## src/rtl/grid_mem_arbiter_pkg.sv

```systemverilog
// grid_mem_arbiter_pkg -- shared constants and FSM encoding for the grid memory arbiter.
// Rev 1.0
`default_nettype none

package grid_mem_arbiter_pkg;

  localparam int NUM_REQ              = 3;
  localparam int REQ_PLACER           = 0;
  localparam int REQ_MOVER            = 1;
  localparam int REQ_CLEAR            = 2;
  localparam int GRID_ADDR_W          = 8;
  localparam int GRID_DATA_W          = 8;
  localparam int NEXT_PIECE_BASE_ADDR = 240;

  typedef enum logic [0:0] {
    ST_IDLE = 1'b0,
    ST_OWN  = 1'b1
  } arb_state_t;

endpackage

`default_nettype wire

```

## src/rtl/grid_mem_arbiter_rr_pick.sv

```systemverilog
// grid_mem_arbiter_rr_pick -- combinational round-robin picker, search from ptr upward with wrap.
// Rev 1.0
`default_nettype none

module grid_mem_arbiter_rr_pick
  import grid_mem_arbiter_pkg::*;
#(
  parameter int N_REQ = NUM_REQ,
  parameter int PTR_W = (N_REQ > 1) ? $clog2(N_REQ) : 1
) (
  input  logic [N_REQ-1:0] req,
  input  logic [PTR_W-1:0] ptr,
  output logic [N_REQ-1:0] win,
  output logic             any
);

  int idx;

  always_comb begin
    win = '0;
    any = 1'b0;
    idx = 0;
    for (int i = 0; i < N_REQ; i++) begin
      idx = int'(ptr) + i;
      if (idx >= N_REQ) idx = idx - N_REQ;
      if (!any && req[idx]) begin
        win[idx] = 1'b1;
        any      = 1'b1;
      end
    end
  end

endmodule

`default_nettype wire

```

## src/rtl/grid_mem_arbiter.sv

```systemverilog
// grid_mem_arbiter -- round-robin burst arbiter for the single-port grid memory with hold watchdog.
// Rev 1.0
`default_nettype none

module grid_mem_arbiter
  import grid_mem_arbiter_pkg::*;
#(
  parameter int NUM_REQ  = 3,
  parameter int ADDR_W   = GRID_ADDR_W,
  parameter int DATA_W   = GRID_DATA_W,
  parameter int HOLD_MAX = 64
) (
  input  logic                      clk,
  input  logic                      rst,
  input  logic [NUM_REQ-1:0]        req,
  input  logic [NUM_REQ-1:0]        req_we,
  input  logic [NUM_REQ*ADDR_W-1:0] req_addr,
  input  logic [NUM_REQ*DATA_W-1:0] req_data,
  output logic [NUM_REQ-1:0]        gnt,
  output logic                      mem_we,
  output logic [ADDR_W-1:0]         mem_addr,
  output logic [DATA_W-1:0]         mem_data,
  input  logic [DATA_W-1:0]         mem_rdata,
  output logic [DATA_W-1:0]         rdata,
  output logic [NUM_REQ-1:0]        rvalid,
  output logic                      timeout_err
);

  localparam int PTR_W = (NUM_REQ > 1) ? $clog2(NUM_REQ) : 1;
  localparam int CNT_W = $clog2(HOLD_MAX + 1);

  arb_state_t         state, state_nx;
  logic [NUM_REQ-1:0] gnt_nx, pick_req, pick_win;
  logic               pick_any;
  logic [PTR_W-1:0]   ptr, ptr_nx, owner, owner_inc, pick_ptr;
  logic [CNT_W-1:0]   cnt, cnt_nx;
  logic               owner_req, timeout_nx;

  always_comb begin
    owner = '0;
    for (int i = 0; i < NUM_REQ; i++) begin
      if (gnt[i]) owner = PTR_W'(i);
    end
  end

  assign owner_inc = (owner == PTR_W'(NUM_REQ - 1)) ? '0 : owner + PTR_W'(1);
  assign owner_req = |(req & gnt);

  // While owning, the owner is masked out so its release-cycle request is ignored.
  assign pick_req = (state == ST_OWN) ? (req & ~gnt) : req;
  assign pick_ptr = (state == ST_OWN) ? owner_inc : ptr;

  grid_mem_arbiter_rr_pick #(
    .N_REQ (NUM_REQ),
    .PTR_W (PTR_W)
  ) u_rr_pick (
    .req (pick_req),
    .ptr (pick_ptr),
    .win (pick_win),
    .any (pick_any)
  );

  always_ff @(posedge clk) begin
    if (rst) begin
      state       <= ST_IDLE;
      gnt         <= '0;
      cnt         <= '0;
      ptr         <= '0;
      timeout_err <= 1'b0;
      rvalid      <= '0;
    end else begin
      state       <= state_nx;
      gnt         <= gnt_nx;
      cnt         <= cnt_nx;
      ptr         <= ptr_nx;
      timeout_err <= timeout_nx;
      rvalid      <= gnt & req & ~req_we;
    end
  end

  always_comb begin
    state_nx   = state;
    gnt_nx     = gnt;
    cnt_nx     = cnt;
    ptr_nx     = ptr;
    timeout_nx = 1'b0;
    case (state)
      ST_IDLE: begin
        if (pick_any) begin
          gnt_nx   = pick_win;
          state_nx = ST_OWN;
          cnt_nx   = CNT_W'(1);
        end
      end
      ST_OWN: begin
        if (!owner_req) begin
          ptr_nx = owner_inc;
          if (pick_any) begin
            gnt_nx = pick_win;
            cnt_nx = CNT_W'(1);
          end else begin
            gnt_nx   = '0;
            cnt_nx   = '0;
            state_nx = ST_IDLE;
          end
        end else if (cnt == CNT_W'(HOLD_MAX)) begin
          gnt_nx     = '0;
          cnt_nx     = '0;
          ptr_nx     = owner_inc;
          timeout_nx = 1'b1;
          state_nx   = ST_IDLE;
        end else begin
          cnt_nx = cnt + CNT_W'(1);
        end
      end
      default: begin
        state_nx = ST_IDLE;
        gnt_nx   = '0;
        cnt_nx   = '0;
      end
    endcase
  end

  always_comb begin
    mem_we   = 1'b0;
    mem_addr = '0;
    mem_data = '0;
    for (int i = 0; i < NUM_REQ; i++) begin
      if (gnt[i]) begin
        mem_we   = req[i] & req_we[i];
        mem_addr = req_addr[i*ADDR_W +: ADDR_W];
        mem_data = req_data[i*DATA_W +: DATA_W];
      end
    end
  end

  assign rdata = mem_rdata;

endmodule

`default_nettype wire
```

## config.mk

```make
export PLATFORM = sky130hd
export DESIGN_NAME = grid_mem_arbiter
export DESIGN_NICKNAME = d
export VERILOG_FILES = /design/src/rtl/grid_mem_arbiter_pkg.sv /design/src/rtl/grid_mem_arbiter_rr_pick.sv /design/src/rtl/grid_mem_arbiter.sv
export SDC_FILE = /design/constraint.sdc
export NUM_CORES = 1
export LEC_CHECK = 0
export ABC_AREA = 0
export ABC_CLOCK_PERIOD_IN_PS = 2900
export CAP_MARGIN = 20
export CORE_ASPECT_RATIO = 1.25
export CORE_MARGIN = 2
export CORE_UTILIZATION = 34
export CTS_CLUSTER_SIZE = 16
export DETAILED_ROUTE_END_ITERATION = 7
export HOLD_SLACK_MARGIN = 0.03
export PLACE_DENSITY = 0.73
export SYNTH_ARGS = -nofsm -noshare
export SYNTH_HDL_FRONTEND = slang
export SYNTH_SLANG_ARGS = --single-unit
export TNS_END_PERCENT = 10
```

## constraint.sdc

```tcl
create_clock -name clk -period 2.9 [get_ports clk]
set_clock_uncertainty 0.15 [all_clocks]
set_input_delay 0.58 -clock clk [delete_from_list [all_inputs] [get_ports clk]]
set_output_delay 0.58 -clock clk [all_outputs]
set_load 0.01 [all_outputs]
```

Word level (Yosys, flattened, before mapping)

Index checks and enable logic that the tools add are counted.

Add/sub/neg operators: 7
Magnitude comparators: 9
Eq/ne operators: 5
Mux-type cells: 55
Bitwise logic cells: 12
Reduce and logical (&&, ||, !) cells: 11

Operator list:

| kind                                                 | number |
|---|---|
| >= comparator 32 x 1 -> 1 bit, second input constant | 3 |
| < comparator 32 x 4 -> 1 bit, second input constant  | 3 |
| 2-to-1 mux 32 bit                                    | 3 |
| >= comparator 32 x 3 -> 1 bit, second input constant | 2 |
| subtractor 32 x 3 -> 32 bit, second input constant   | 2 |
| 2-to-1 mux 8 bit                                     | 6 |
| 2-to-1 mux 3 bit                                     | 8 |
| 2-to-1 mux 1 bit                                     | 21 |
| 2-to-1 mux 7 bit                                     | 3 |
| case mux 7 bit (2 select lines)                      | 1 |
| 2-to-1 mux 2 bit                                     | 5 |
| bitwise AND 3 bit                                    | 3 |
| adder 7 x 1 -> 7 bit, second input constant          | 1 |
| == test 7 bit, second input constant                 | 1 |
| binary-select mux 1 bit (select 2 bit)               | 3 |
| demux 1 bit (select 2 bit)                           | 3 |
| inverter 3 bit                                       | 2 |
| bitwise OR 3 bit                                     | 2 |
| case mux 3 bit (2 select lines)                      | 1 |
| OR reduction 3 bit                                   | 2 |
| logical AND 1 bit                                    | 5 |
| AND reduction 2 bit                                  | 2 |
| adder 2 x 1 -> 3 bit, second input constant          | 1 |
| adder 2 x 2 -> 3 bit, second input constant          | 1 |
| other kinds (11)                                     | 15 |

Bits in registers: 17
Input port bits: 64
Output and inout port bits: 32
Logic and storage cells: 105

Longest topological paths before layout

Gate-level depths: netlist of run 1.

Word-level depth: 20
Depth in mapped cells: 12
Mapped depth without buffers: 9

Modules after synthesis

From an unflattened synthesis of run 1, not the netlist that was laid out.

Cell total of the unflattened synthesis: 209
Area total of the unflattened synthesis: 1549.0 µm²

By module, submodules not included:

| module                   | instances | cells an instance | area each (µm²) | seq. area each (µm²) |
|---|---|---|---|---|
| grid_mem_arbiter         | 1         | 168               | 1241.2          | 340.3 |
| grid_mem_arbiter_rr_pick | 1         | 41                | 307.8           | 0.0 |

Worst setup path after synthesis of run 1

OpenSTA, ideal clock, no wires.

Path kind: register to register
Start point: register gnt[1]
End point: register gnt[0]
Setup time: 0.117 ns
Arrival time: 2.632 ns
Data required time: 2.633 ns
Setup slack: 0.002 ns
Stages on the path, launching flop included: 13
Path buffers: 3
Period minus slack after synthesis: 2.898 ns
Cells stage by stage: dfxtp_1 > buf_2 > buf_1 > nor2_1 > mux2i_1 > ha_1 > clkbuf_2 > nor2_1 > o31ai_4 > a221oi_2 > or2_4 > a21oi_2 > a22o_1

Cells in the longest elaborated chain, start to end: 20
Elaborated cells between the ends (all ways): 65
Classes of those cells: add/sub: 6; order compare: 9; eq/ne: 3; mux: 33; bitwise: 5; reduce/logical: 9

Ends and longest elaborated chain:

| what                                                                 | RTL line               | source |
|---|---|---|
| from (decl)                                                          | grid_mem_arbiter.sv:19 | `output logic [NUM_REQ-1:0] gnt,` |
| from (signal assigned)                                               | grid_mem_arbiter.sv:73 | `gnt <= gnt_nx;` |
| branches (longest 20 deep; another with subtractor 32 x 3 -> 32 bit) | -                      |  |

Parallel ways; which one is timed is not known. The select of a mux whose other input is x is not followed.
A chain may end at the register's enable or synchronous reset.

Worst setup path in the final report of run 1

Start point: register gnt[1]
End point: output port mem_data[5]

Cells in the longest elaborated chain, start to end: 2

Ends and longest elaborated chain:

| what                          | RTL line                | source |
|---|---|---|
| 2-to-1 mux 8 bit (2 in a row) | grid_mem_arbiter.sv:129 | `if (gnt[i]) begin` |
| to (decl)                     | grid_mem_arbiter.sv:22  | `output logic [DATA_W-1:0] mem_data,` |

Every way passes these cells.

==> flow_summary_export.csv, run 1 <==
group,metric,value,unit
worst_setup_path,critPathMaxFanout,21,
worst_hold_path,hold_path.class,"reg -> reg",
synth,async_reset_ff_frac,0,
timing,setup_violations,0,
floorplanning,coreArea,4459,µm²
routing,wirelength,4.734,mm
routing,drc,0,
cells_and_area,drive_gt1_frac,0.1123,
synth,synth_area_per_cell,7.448,µm²
power_and_ir_drop,total_power,0.001777,W
status,status,"completed",
global_routing,overflow,0,
cells_and_area,area_delta_synth_final,55.76,%
global_routing,first_global_vias,1774,
global_routing,grtUsageTotal,0.1775,
placement,postPlaceCellArea,2416,µm²
power_and_ir_drop,power_density,718.9,nW/µm²
clock_tree,clock_sinks,17,
cells_and_area,final_cells,343,
cells_and_area,stdcell_area,2471,µm²
routing,wl_met1,1.835,mm
cells_and_area,insertedDiodeCount,0,
timing,fmax,0.3712,GHz
worst_setup_path,cpMaxStageDelayCell,"clkdlybuf4s50_1",
placement,io_buffers,79,
worst_setup_path,cp_common_cell,"buf_4",
routing,ant_nets,0,
synth,ys_types,45,
synth,synthesis.area,1587,µm²
synth,ys_seq_area_frac,0.2145,
floorplanning,io_pins,96,
timing,slew_viol_final,0,
worst_setup_path,cp-start-kind,"flip-flop",
synth,synth_cells,213,
clock_tree,tritoncts,"done",
worst_setup_path,cp.required,2.17,ns
clock_tree,cts_root_buf,"clkbuf_8",
routing,wire_per_inst,13.80,µm
global_routing,grt_pass1_wl,7.500,mm
routing,dr_wl_met3,223,µm
timing,slew-limit-headroom,0.5976,
floorplanning,die_x,65.10,µm
placement,placed_cells,339,
cells_and_area,multiInputGateArea,1105,µm²
floorplanning,die_area,5232,µm²
worst_setup_path,slowest_delay,0.57,ns
timing,worst_pin_slew,0.6018,ns
routing,drt_pre_antenna_iters,4,
routing,vias,1839,
cells_and_area,fillers,428,
clock_tree,numCtsBuffers,3,
routing,drtIter0Drc,60,
placement,place.gp.congestion,0.8357,
cells_and_area,final_common_cell,"clkdlybuf4s50_1",
timing,fin_crit,2.694,ns
cells_and_area,regArea,340.3,µm²
worst_setup_path,crit_arrival,1.96,ns
worst_setup_path,end_kind,"output port",
clock_tree,ctsHoldBuffers,0,
timing,period_share,0.9289,
clock_tree,clockBufferDepth,2,
timing,hold_viol,0,
timing,rsz0062_at_grt,"false",
floorplanning,rows,27,
flow_run,max_cap_violations,0,
routing,dr_wl_met2,2.537,mm
worst_setup_path,path_class,"reg -> out",
power_and_ir_drop,ir_worst_vdd,0.2958,mV
floorplanning,initial_core_util,0.3558,
synth,synth_ff_type,"dfxtp_1",
synth,synth_edf_count,0,
power_and_ir_drop,p_leak,0.8952,nW
routing,routed_via_density,5.362,
cells_and_area,finalNetCount,356,
placement,place_hpwl,3.765,mm
clock_tree,cts.reportedPaths.clkPinSlew,0.06,ns
worst_setup_path,path_cells,"buf_4 > nor2b_1 > buf_4 > a22oi_1 > o21ai_0 > clkdlybuf4s50_1",
clock_tree,h-tree-depth,1,
cells_and_area,layout_common_cells,"clkdlybuf4s50_1 (77), nand2_1 (33), a22oi_1 (18), nor2_1 (17), dfxtp_1 (17)",
global_routing,grt_max_degree,28,
routing,highest_layer,"met4",
synth,yosysWarnings,0,
floorplanning,die_h,80.38,µm
synth,syn_nets,283,
clock_tree,insertion_delay,0.25,ns
global_routing,antenna_found_initial,0,
synth,synth.ff_latch_count,17,
==> layout make-up <==
class	count	share of cell area
repair buffers	92	0.3600
well taps	58	0.02937
flip-flops and latches	17	0.1377
multi-input cells	167	0.4471
clock buffers	4	0.01823
inverters	5	0.007595
==> state kept, by name, indices dropped and copies added, names as in the netlist <==
register and flops:
rvalid 3, state 1, timeout_err 1, gnt 3, cnt 7, ptr 2
==> cells by family (layout without fill, tap and decap cells) <==
kind of cell,Yosys count,in the layout,share of synthesized area
mux,6,6,0.03943
simple gates,78,78,0.2311
compound gates,77,77,0.3730
buf+inv,29,101,0.09463
flops,17,17,0.2145
fa+ha+maj,6,6,0.04732
==> worst paths after layout <==
check,start,to,slack (ns),depth (start not counted)
worst min register to register,cnt[6],cnt[6],0.33,2
worst max register to register,gnt[1],gnt[0],0.24,10
worst min-delay path,cnt[6],cnt[6],0.33,2
worst max-delay path,gnt[1],mem_data[5],0.21,6
==> per-stage QoR <==
step | TNS [ns] | utilization | hold slack (ns) | setup WS (ns)
finish | 0 | 0.5542 | 0.3285 | 0.2061
global route | 0 | 0.5542 | 0.3522 | 0.02092
CTS | 0 | 0.5516 | 0.3277 | 0.1512
detailed placement | -0.006656 | 0.5418 | 0.3162 | -0.006656
global placement | 0 | 0.5418 | 0.3071 | 0.005981
floorplan | 0 | - | 0.2849 | 0.001699
==> synth_stat cells, drive strengths merged (3+ instances only) <==
library cell / instances / area share
nor2b: 6 / 0.024
a21oi: 11 / 0.039
a22o: 3 / 0.017
nand3b: 3 / 0.014
o21ai: 21 / 0.066
nand2: 33 / 0.078
inv: 5 / 0.012
a311oi: 3 / 0.017
mux2i: 4 / 0.025
o211ai: 3 / 0.017
ha: 6 / 0.047
clkbuf: 12 / 0.029
a22oi: 18 / 0.085
dfxtp: 17 / 0.21
nor2: 17 / 0.040
nor3: 6 / 0.019
a21bo: 3 / 0.023
buf: 12 / 0.054
nand3: 5 / 0.016
==> what timing repair did <==
| item | in CTS | in global routing |
|---|---|---|
| resized for setup | 1 | 4 |
| endpoints found under the setup margin | 1 | 7 |
| buffers inserted | 0 | 0 |
| endpoints found under the hold margin | 0 | 0 |
==> routing by layer <==
metal / vias to the layer above / track usage
li1: 916 / -
met5: - / 0
met3: 16 / 0.02661
met4: 0 / 0.07292
met2: 59 / 0.3309
met1: 848 / 0.1985
==> where the power goes <==
part           leakage (nW)  internal (W)  switching, W
Combinational         0.734      0.000616      0.000682
Clock                0.0228     0.0000973     0.0000771
Sequential            0.138      0.000272     0.0000322
==> critical path: cells and delay by family (launching register included) <==
| family | cells | cell delay [ns] |
|---|---|---|
| AO/OA/AOI/OAI | 2 | 0.25 |
| buffers and inverters | 3 | 0.98 |
| flip-flops | 1 | 0.32 |
| AND/OR/NAND/NOR | 1 | 0.17 |
No activity file was read; power rests on OpenSTA's default activity.
==> run 2, diff against run 1 <==
--- a/config.mk
+++ b/config.mk
@@ -6,15 +6,16 @@
 export NUM_CORES = 1
 export LEC_CHECK = 0
 export ABC_AREA = 0
-export ABC_CLOCK_PERIOD_IN_PS = 2900
+export ABC_CLOCK_PERIOD_IN_PS = 2800
 export CAP_MARGIN = 20
 export CORE_ASPECT_RATIO = 1.25
 export CORE_MARGIN = 2
-export CORE_UTILIZATION = 34
+export CORE_UTILIZATION = 38
 export CTS_CLUSTER_SIZE = 16
 export DETAILED_ROUTE_END_ITERATION = 7
 export HOLD_SLACK_MARGIN = 0.03
-export PLACE_DENSITY = 0.73
+export PLACE_DENSITY = 0.78
+export REMOVE_ABC_BUFFERS = 1
 export SYNTH_ARGS = -nofsm -noshare
 export SYNTH_HDL_FRONTEND = slang
 export SYNTH_SLANG_ARGS = --single-unit
==> constraint.sdc (replaced) <==
create_clock -name clk -period 2.8 [get_ports clk]
set_clock_uncertainty 0.15 [all_clocks]
set_input_delay 0.56 -clock clk [delete_from_list [all_inputs] [get_ports clk]]
set_output_delay 0.56 -clock clk [all_outputs]
set_load 0.01 [all_outputs]
==> run 2 against run 1 <==
First-iteration DRC count is 85% higher. Sequential cell count stayed put. Sequential power grew 4%. Total power grew 4.0%. Worst hold slack gained 0.014 ns. Critical path type unchanged. Highest routed layer unchanged.
==> flow_summary_export.csv, run 2 (same netlist as run 1, synthesis figures left out) <==
group,metric,value,unit
routing,wire_per_inst,14.82,µm
status,status,"completed",
cells_and_area,final_core_util,0.6138,
global_routing,overflow,0,
placement,io_buffers,79,
clock_tree,cts.reportedPaths.clkPinSlew,0.07,ns
timing,fmax,0.3708,GHz
cells_and_area,finalNetCount,357,
routing,drc,0,
placement,place.gp.congestion,0.9420,
clock_tree,cts_setup_buffers,0,
worst_setup_path,cp-start-kind,"flip-flop",
timing,worst_pin_slew,0.4284,ns
cells_and_area,largest_reg_flops,7,
routing,routed_via_density,5.336,
cells_and_area,regMostFlops,"cnt",
timing,setup_violations,0,
routing,wirelength,5.067,mm
floorplanning,coreArea,4034,µm²
cells_and_area,layout_common_cells,"clkdlybuf4s50_1 (75), nand2_1 (33), a22oi_1 (18)",
global_routing,grtUsageTotal,0.2095,
worst_setup_path,r2r-start,"state",
worst_hold_path,hold_path.class,"reg -> reg",
worst_setup_path,cpMaxStageDelayCell,"clkdlybuf4s50_1",
clock_tree,numCtsBuffers,3,
worst_setup_path,end_kind,"output port",
global_routing,antenna_found_initial,0,
power_and_ir_drop,ir_worst_vdd,0.6031,mV
worst_setup_path,critPathMaxFanout,25,
worst_setup_path,path_cells,"buf_4 > nor2b_1 > buf_6 > a22oi_1 > o21ai_0 > clkdlybuf4s50_1",
worst_setup_path,slowest_delay,0.58,ns
cells_and_area,largestRegisters,"cnt x7, gnt x3, rvalid x3",
timing,period_share,0.9631,
floorplanning,io_pins,96,
clock_tree,clock_sinks,17,
routing,ant_nets,0,
placement,dp_worst_setup_slack,-0.02521,ns
cells_and_area,drive_gt1_frac,0.1084,
worst_setup_path,crit_family,"buffers and inverters",
flow_run,max_cap_violations,0,
worst_setup_path,cp.required,2.09,ns
clock_tree,h-tree-depth,1,
worst_hold_path,holdCritStartpoint,"cnt[5]",
floorplanning,die_h,76.24,µm
placement,place_hpwl,3.887,mm
power_and_ir_drop,p_leak,0.9321,nW
clock_tree,cts_root_buf,"clkbuf_8",
clock_tree,tritoncts,"done",
floorplanning,die_area,4711,µm²
cells_and_area,final_common_cell,"clkdlybuf4s50_1",
timing,slew_viol_final,0,
cells_and_area,stdcell_area,2476,µm²
timing,hold_viol,0,
worst_setup_path,setup.worst_path.start,"gnt[1]",
routing,vias,1825,
timing,tns,0,ns
global_routing,grt_max_degree,42,
worst_setup_path,path_buf_inv,3,
floorplanning,die_x,61.80,µm
clock_tree,ctsHoldBuffers,0,
cells_and_area,insertedDiodeCount,0,
floorplanning,rows,26,
routing,drtIter0Drc,111,
timing,finalWorstSetupSlack,0.1034,ns
cells_and_area,fillers,386,
floorplanning,initial_core_util,0.3933,
timing,slew-limit-headroom,0.7144,
clock_tree,clockBufferDepth,2,
power_and_ir_drop,power_density,746.3,nW/µm²
timing,fin_crit,2.697,ns
global_routing,first_global_vias,1652,
routing,drt_pre_antenna_iters,6,
placement,postPlaceCellArea,2421,µm²
clock_tree,insertion_delay,0.25,ns
worst_setup_path,path_class,"reg -> out",
global_routing,grt_pass1_wl,7.714,mm
worst_setup_path,crit_arrival,1.99,ns
cells_and_area,area_delta_synth_final,56.07,%
==> run 2: cell count changes in the layout (fill, tap and decap cells not counted) <==
cell	delta
dlymetal6s2s_1	+2
mux2i_1	+1
buf_6	+1
o21ai_0	+1
clkdlybuf4s50_1	-2
o21ai_1	-1
nor3_1	+1
mux2i_2	-1
nor3_2	-1
==> run 2: layout make-up <==
class	instances	area (µm²)	share of cell area
clock buffer	4	45.04	0.01819
inverter	5	18.77	0.007580
multi-input combinational	167	1096	0.4426
sequential	17	340.3	0.1374
tap	56	70.07	0.02830
timing repair buffer	93	905.9	0.3658
==> run 2: timing repair <==
action                     CTS  global route
resized for setup            1             4
setup endpoints to repair    1             7
gates cloned                 0             0
==> run 2: path summary, 6_finish.rpt <==
check,to,slack (ns),depth (start not counted)
max reg2reg,gnt[1],0.27,8
min,cnt[5],0.34,2
min reg2reg,cnt[5],0.34,2
max,mem_data[0],0.10,6
==> run 2: worst reg2reg max path, stage by stage (launching register included) <==
cell	delay, ns
dfxtp_1	0.38
mux2i_1	0.36
inv_1	0.11
ha_1	0.35
o32ai_2	0.38
a221oi_2	0.11
or2_4	0.27
a21oi_2	0.21
a22o_1	0.17
==> run 2: metal layers <==
layer,part of all wire,track usage
met1,0.42,0.2687
met2,0.46,0.3274
met3,0.11,0.09168
met4,0.011,0.03191
met5,0,0
==> run 2: stage by stage <==
| stage | total power [W] | hold slack [ns] | std cells |
|---|---|---|---|
| floorplan | 0.001091 | 0.2788 | 189 |
| global placement | 0.001642 | 0.2992 | 338 |
| detailed placement | 0.001662 | 0.3146 | 338 |
| CTS | 0.001853 | 0.3381 | 342 |
| global route | 0.001992 | 0.3616 | 342 |
| finish | 0.001848 | 0.3423 | 342 |
==> run 2: power breakdown <==
| part | total, W | internal, W | switching, W |
|---|---|---|---|
| clock network | 0.000186 | 0.000101 | 0.0000845 |
| registers | 0.000317 | 0.000282 | 0.0000347 |
| logic | 0.00135 | 0.000647 | 0.000699 |
==> run 3, diff against run 2 <==
--- a/config.mk
+++ b/config.mk
@@ -10,11 +10,11 @@
 export CAP_MARGIN = 20
 export CORE_ASPECT_RATIO = 1.25
 export CORE_MARGIN = 2
-export CORE_UTILIZATION = 38
+export CORE_UTILIZATION = 30
 export CTS_CLUSTER_SIZE = 16
 export DETAILED_ROUTE_END_ITERATION = 7
 export HOLD_SLACK_MARGIN = 0.03
-export PLACE_DENSITY = 0.78
+export PLACE_DENSITY = 0.68
 export REMOVE_ABC_BUFFERS = 1
 export SYNTH_ARGS = -nofsm -noshare
 export SYNTH_HDL_FRONTEND = slang
==> run 3 against run 2 <==
Worst setup slack gained 0.070 ns. Utilization shrank 12 points. Sequential cell count is the same. First-iteration DRC count grew 7.2%. Critical endpoint is now mem_addr[0]. Largest cell class unchanged. Cell count grew 2.0%. Routed wire length grew 1.5%. Via count shrank 2.1%. Register-to-register slack is essentially flat. Critical path type unchanged. Worst hold slack lost 0.036 ns.
==> flow_summary_export.csv, run 3 (same netlist as run 1, synthesis figures left out) <==
group,metric,value,unit
status,status,"completed",
routing,drt_pre_antenna_iters,5,
cells_and_area,largest_reg_flops,7,
timing,rsz0062_at_grt,"false",
floorplanning,initial_core_util,0.3123,
timing,slew-limit-headroom,0.6779,
global_routing,antenna_found_initial,0,
clock_tree,clockBufferDepth,2,
worst_setup_path,crit_arrival,1.92,ns
placement,dp_worst_setup_slack,0.05188,ns
timing,worst_pin_slew,0.4764,ns
power_and_ir_drop,p_sw,0.0008257,W
clock_tree,insertion_delay,0.25,ns
global_routing,first_global_vias,1756,
power_and_ir_drop,switching_share,0.4399,
worst_setup_path,critPathMaxFanout,16,
timing,setup_violations,0,
power_and_ir_drop,p_seq_frac,0.166,
timing,hold_viol,0,
cells_and_area,largestRegisters,"cnt x7, gnt x3, rvalid x3",
floorplanning,die_area,5890,µm²
clock_tree,clock_sinks,17,
routing,drtIter0Drc,119,
worst_setup_path,slowest_delay,0.57,ns
routing,drc,0,
global_routing,grtUsageTotal,0.1744,
clock_tree,cts_root_buf,"clkbuf_8",
placement,io_buffers,79,
clock_tree,cts.reportedPaths.clkPinSlew,0.06,ns
cells_and_area,drive_gt1_frac,0.1115,
clock_tree,tritoncts,"done",
cells_and_area,finalNetCount,358,
global_routing,overflow,0,
worst_setup_path,crit_family,"buffers and inverters",
timing,fin_crit,2.626,ns
power_and_ir_drop,clkPwrFrac,0.098,
routing,ant_nets,0,
worst_setup_path,path_cells,"buf_4 > nor2b_1 > buf_4 > a22oi_1 > o21ai_0 > clkdlybuf4s50_1",
floorplanning,die_h,85.31,µm
global_routing,grt_pass1_wl,8.528,mm
cells_and_area,layout_common_cells,"clkdlybuf4s50_1 (78), nand2_1 (33), a22oi_1 (18)",
floorplanning,rows,29,
worst_hold_path,hold_path.class,"reg -> reg",
routing,wire_per_inst,14.74,µm
worst_setup_path,end_kind,"output port",
power_and_ir_drop,power_density,755.8,nW/µm²
timing,period_share,0.9380,
power_and_ir_drop,total_power,0.001877,W
cells_and_area,final_common_cell,"clkdlybuf4s50_1",
worst_setup_path,cp.required,2.09,ns
clock_tree,h-tree-depth,1,
power_and_ir_drop,p_leak,0.9008,nW
timing,slew_viol_final,0,
worst_setup_path,path_buf_inv,3,
cells_and_area,final_core_util,0.4889,
placement,place_hpwl,4.078,mm
cells_and_area,final_cells,349,
timing,fmax,0.3808,GHz
floorplanning,die_x,69.05,µm
clock_tree,numCtsBuffers,3,
floorplanning,coreArea,5080,µm²
routing,wirelength,5.145,mm
routing,routed_via_density,5.117,
worst_setup_path,cpMaxStageDelayCell,"clkdlybuf4s50_1",
floorplanning,io_pins,96,
clock_tree,ctsHoldBuffers,0,
placement,placed_cells,345,
flow_run,max_cap_violations,0,
worst_setup_path,cp_common_cell,"buf_4",
clock_tree,cts_setup_buffers,0,
cells_and_area,area_delta_synth_final,56.55,%
cells_and_area,insertedDiodeCount,0,
worst_setup_path,cp-start-kind,"flip-flop",
global_routing,grt_max_degree,42,
timing,finalWorstSetupSlack,0.1737,ns
worst_setup_path,path_class,"reg -> out",
placement,place.gp.congestion,0.8953,
power_and_ir_drop,p_comb_frac,0.736,
cells_and_area,regMostFlops,"cnt",
power_and_ir_drop,p_int,0.001051,W
routing,vias,1786,
clock_tree,post_cts_resized,0,
power_and_ir_drop,ir_worst_vdd,0.2400,mV
[run 3: cell count changes in the layout (fill, tap and decap cells not counted)]
cell	previous run	this run
dlymetal6s2s_1	3	1
buf_6	1	0
buf_4	13	15
dlygate4sd2_1	1	0
clkdlybuf4s50_1	75	78
[run 3: area by class of cell]
type / count / area, µm²
Sequential cell: 17 / 340.3
Timing Repair Buffer: 94 / 905.9
Multi-Input combinational cell: 167 / 1096
Inverter: 5 / 18.77
Tap cell: 62 / 77.57
Fill cell: 496 / 2596
Clock buffer: 4 / 45.04
[run 3: stage by stage]
step / TNS, ns / cell area (µm²) / hold WS, ns
after floorplan: -2.327 / 1455 / 0.2788
after global placement: 0 / 2436 / 0.3028
after detailed placement: 0 / 2436 / 0.3062
after CTS: 0 / 2481 / 0.3108
after global routing: 0 / 2484 / 0.3402
final: 0 / 2484 / 0.3062
[run 3: power by group through the flow]
stage	sequential, W	combinational, W	clock (W)
4_1_cts	0.000312	0.00138	0.000191
2_1_floorplan	0.000402	0.000689	0
5_1_grt	0.000318	0.00151	0.000203
3_5_place_dp	0.000317	0.00137	0
6_report	0.000311	0.00138	0.000184
3_3_place_gp	0.000317	0.00137	0
[run 3: worst paths after layout]
kind                            startpoint     endpoint  slack (ns)  cells after the start
worst max register to register       state       gnt[1]        0.28                      8
worst min register to register      cnt[6]       cnt[6]        0.31                      2
worst max-delay path                gnt[1]  mem_addr[0]        0.17                      6
worst min-delay path                cnt[6]       cnt[6]        0.31                      2
[run 3: worst reg2reg max path, stage by stage (launching register included)]
cell and delay, ns:
dfxtp_1 0.37, mux2_2 0.38, ha_1 0.37, nand2_1 0.13
nor3_1 0.36, a221oi_2 0.07, or2_4 0.27, a21oi_2 0.19
a22o_1 0.17
[run 3: metal layers]
layer / GRT usage / wire length [µm]
met4: 0.03922 / 104
met5: 0 / 0
met1: 0.2158 / 2285
met3: 0.07363 / 409
met2: 0.2823 / 2346
==> RTL change, RTL diff (config.mk and constraints of run 2) <==
The output `timeout_err` loses its register stage (`timeout_err` becomes a continuous assignment).
--- a/src/rtl/grid_mem_arbiter.sv
+++ b/src/rtl/grid_mem_arbiter.sv
@@ -66,17 +66,17 @@
       gnt         <= '0;
       cnt         <= '0;
       ptr         <= '0;
-      timeout_err <= 1'b0;
       rvalid      <= '0;
     end else begin
       state       <= state_nx;
       gnt         <= gnt_nx;
       cnt         <= cnt_nx;
       ptr         <= ptr_nx;
-      timeout_err <= timeout_nx;
       rvalid      <= gnt & req & ~req_we;
     end
   end
+
+  assign timeout_err = timeout_nx;
 
   always_comb begin
     state_nx   = state;
Function: same outputs for any inputs over 10 cycles, from zero or initial values and one cycle with rst high; that may be too few to reach the edited logic, so the function may still have changed.
==> RTL change against run 2 <==
Count of clock-buffer cells in the layout unchanged; sequential power decreased by 1%; sequential cell count decreased by 1; power up 9.2%; area after synthesis down 5.0%; synthesized cell count fell by 0.94%; setup slack improved by 0.038 ns; final area shrank 1.7%; wire length decreased by 3.3%; largest cell class unchanged.
==> RTL change: results (changes against run 2) <==
Worst setup path
  • Critical R2R Capture: gnt[0]
  • Critical Path Start: gnt[1]
  • CP max FO: 25 (unchanged)
  • CP max stage cell: clkdlybuf4s50_1
  • R2R setup slack: 0.20 ns (-0.07 ns)
  • CP top delay family: buffers and inverters
  • Worst Path Arrival: 1.95 ns (-0.04 ns)
  • CP max stage delay: 0.58 ns (about the same)
  • FF-to-FF path depth: 8 (unchanged)
  • R2r startpoint: state
  • CP endpoint: mem_data[2]

Route
  • Routed WL: 4900 um (-3.3%)
  • WL/cell: 14.2 um (-3.8%)
  • Via count: 1881 (+3.1%)
  • Drt first pass iters: 4 (-2)
  • First DRT Iteration DRCs: 111 (unchanged)

Global route
  • Largest net degree at the start of global routing: 42 (unchanged)
  • Initial antenna violation count: 0 (unchanged)
  • Total Routing Usage GR: 0.200 (-0.0100)
  • First-pass GRT wire length: 7040 um (-8.7%)
  • Vias in the first global route: 1546 (-6.4%)

Placement
  • Port bufs: 79 (unchanged)
  • Post-DP HPWL: 3870 um (-0.51%)
  • Post-DP Area: 2370 um^2 (-1.9%)
  • Pre-CTS setup slack: -0.0448 ns (-0.0196 ns)
  • Final weighted congestion in routability-driven placement: 0.861 (-8.6%)

Min path
  • Hold_sp: cnt[6]
  • HP Class: flip-flop to flip-flop

Yosys
  • Synth Warn #: 0 (unchanged)
  • Area contributors post-synth: dfxtp_1 (21%), a22oi_1 (9.0%), o21ai_0 (8.3%)
  • Seq/Total Area, Yosys: 0.212 (-0.00206)
  • Post-synth top cells: o21ai_0 (25), nand2_1 (23), a22oi_1 (18), dfxtp_1 (16), nor2_1 (15)
  • Distinct cell type count after synthesis: 41 (-8.9%)
  • Mean post-synth cell area: 7.15 um^2 (-4.1%)

Clocking
  • Clock root cell: clkbuf_8
  • H-tree levels: 1 (unchanged)
  • Reg clk slew, reported paths: 0.06 ns
  • TritonCTS buffer count: 3 (unchanged)
  • Clk_lat worst skew: 0.25 ns (about the same)
  • Clk buf depth: 2 (unchanged)

Layout
  • Layout cells sized above 1: 0.100 (-0.00839)
  • Largest registers: cnt x7, gnt x3, rvalid x3
  • Nets@finish: 361 (+1.1%)
  • Diodes inserted: 0 (unchanged)

Pwr
  • Leak: 0.000883 uW (-5.3%)
  • Worst vdd ir: 0.000499 V (-17%)

Outcome
  • Status: complete, no violations

Timing
  • Min Tclk post-route: 2.66 ns (-0.0377 ns)
  • Relative slew slack: 0.667 (-0.0476)
## RTL change: cell types whose count changed after synthesis, moves of 3 or more
cell	before	now
a22o_1	3	0
and3_1	0	3
inv_1	5	9
nand2_1	33	23
nand3b_1	3	0
nand4b_1	0	3
nor2b_1	6	3
o21ai_0	17	25
o21ai_1	4	0
o32ai_1	0	3
## RTL change: routing by layer
metal  share of wire  track usage  routed length (um)  up-vias
li1                -            -                   -      932
met1            0.41        0.251                2000      848
met2            0.46        0.347                2280       98
met3            0.12       0.0574                 603        3
met4          0.0037       0.0222                  18        0
met5               0            0                   0        -
## RTL change: timing repair
item	CTS	global route
endpoints found under the setup margin	2	0
gates resized for setup	2	0
buffers inserted	1	0
## RTL change: worst reg2reg max path, delay by kind of cell, from the launching register on
| family | cells | cell delay [ns] |
|---|---|---|
| mux | 1 | 0.42 |
| buf+inv | 2 | 0.31 |
| flops | 1 | 0.43 |
| fa+ha+maj | 1 | 0.28 |
| compound gates | 4 | 0.87 |
## RTL change: report_power, final
part,internal (uW),switching (uW),leakage (uW)
Combinational,741,764,0.000724
Clock,125,75.7,0.0000288
Sequential,271,41.9,0.000130
## RTL change: cell type report
cell class,instances,area (um^2)
Fill cell,347,1350
Sequential cell,16,320
Inverter,9,33.8
Multi-Input combinational cell,163,1030
Timing Repair Buffer,98,931
Tap cell,54,67.6
Clock buffer,4,55.1
## RTL change: logic make-up (layout without fill, tap and decap cells)
group / Yosys count / in the layout / synth area share
and+or+nand+nor: 68 / 68 / 0.217
DFF: 16 / 16 / 0.212
adders and majority gates: 7 / 7 / 0.0573
buffers and inverters: 32 / 111 / 0.106
muxes: 5 / 5 / 0.0340
AOI/OAI and AO/OA: 83 / 83 / 0.373
## RTL change: per-stage QoR
| step | total power [uW] | TNS, ns | util |
|---|---|---|---|
| 5_1_grt | 2170 | 0 | 0.643 |
| 3_3_place_gp | 1790 | -0.0537 | 0.627 |
| 6_report | 2020 | 0 | 0.643 |
| 3_5_place_dp | 1810 | -0.0598 | 0.627 |
| 2_1_floorplan | 1150 | -1.13 | - |
| 4_1_cts | 2020 | 0 | 0.643 |
## RTL change: worst min-delay path by stage
stage | cells past startpoint | to | slack [ns]
6_report | 1 | cnt[6] | 0.33
5_1_grt | 1 | cnt[6] | 0.36
4_1_cts | 1 | cnt[6] | 0.33
3_5_place_dp | 1 | cnt[6] | 0.32
3_3_place_gp | 1 | cnt[6] | 0.31
2_1_floorplan | 1 | cnt[6] | 0.28
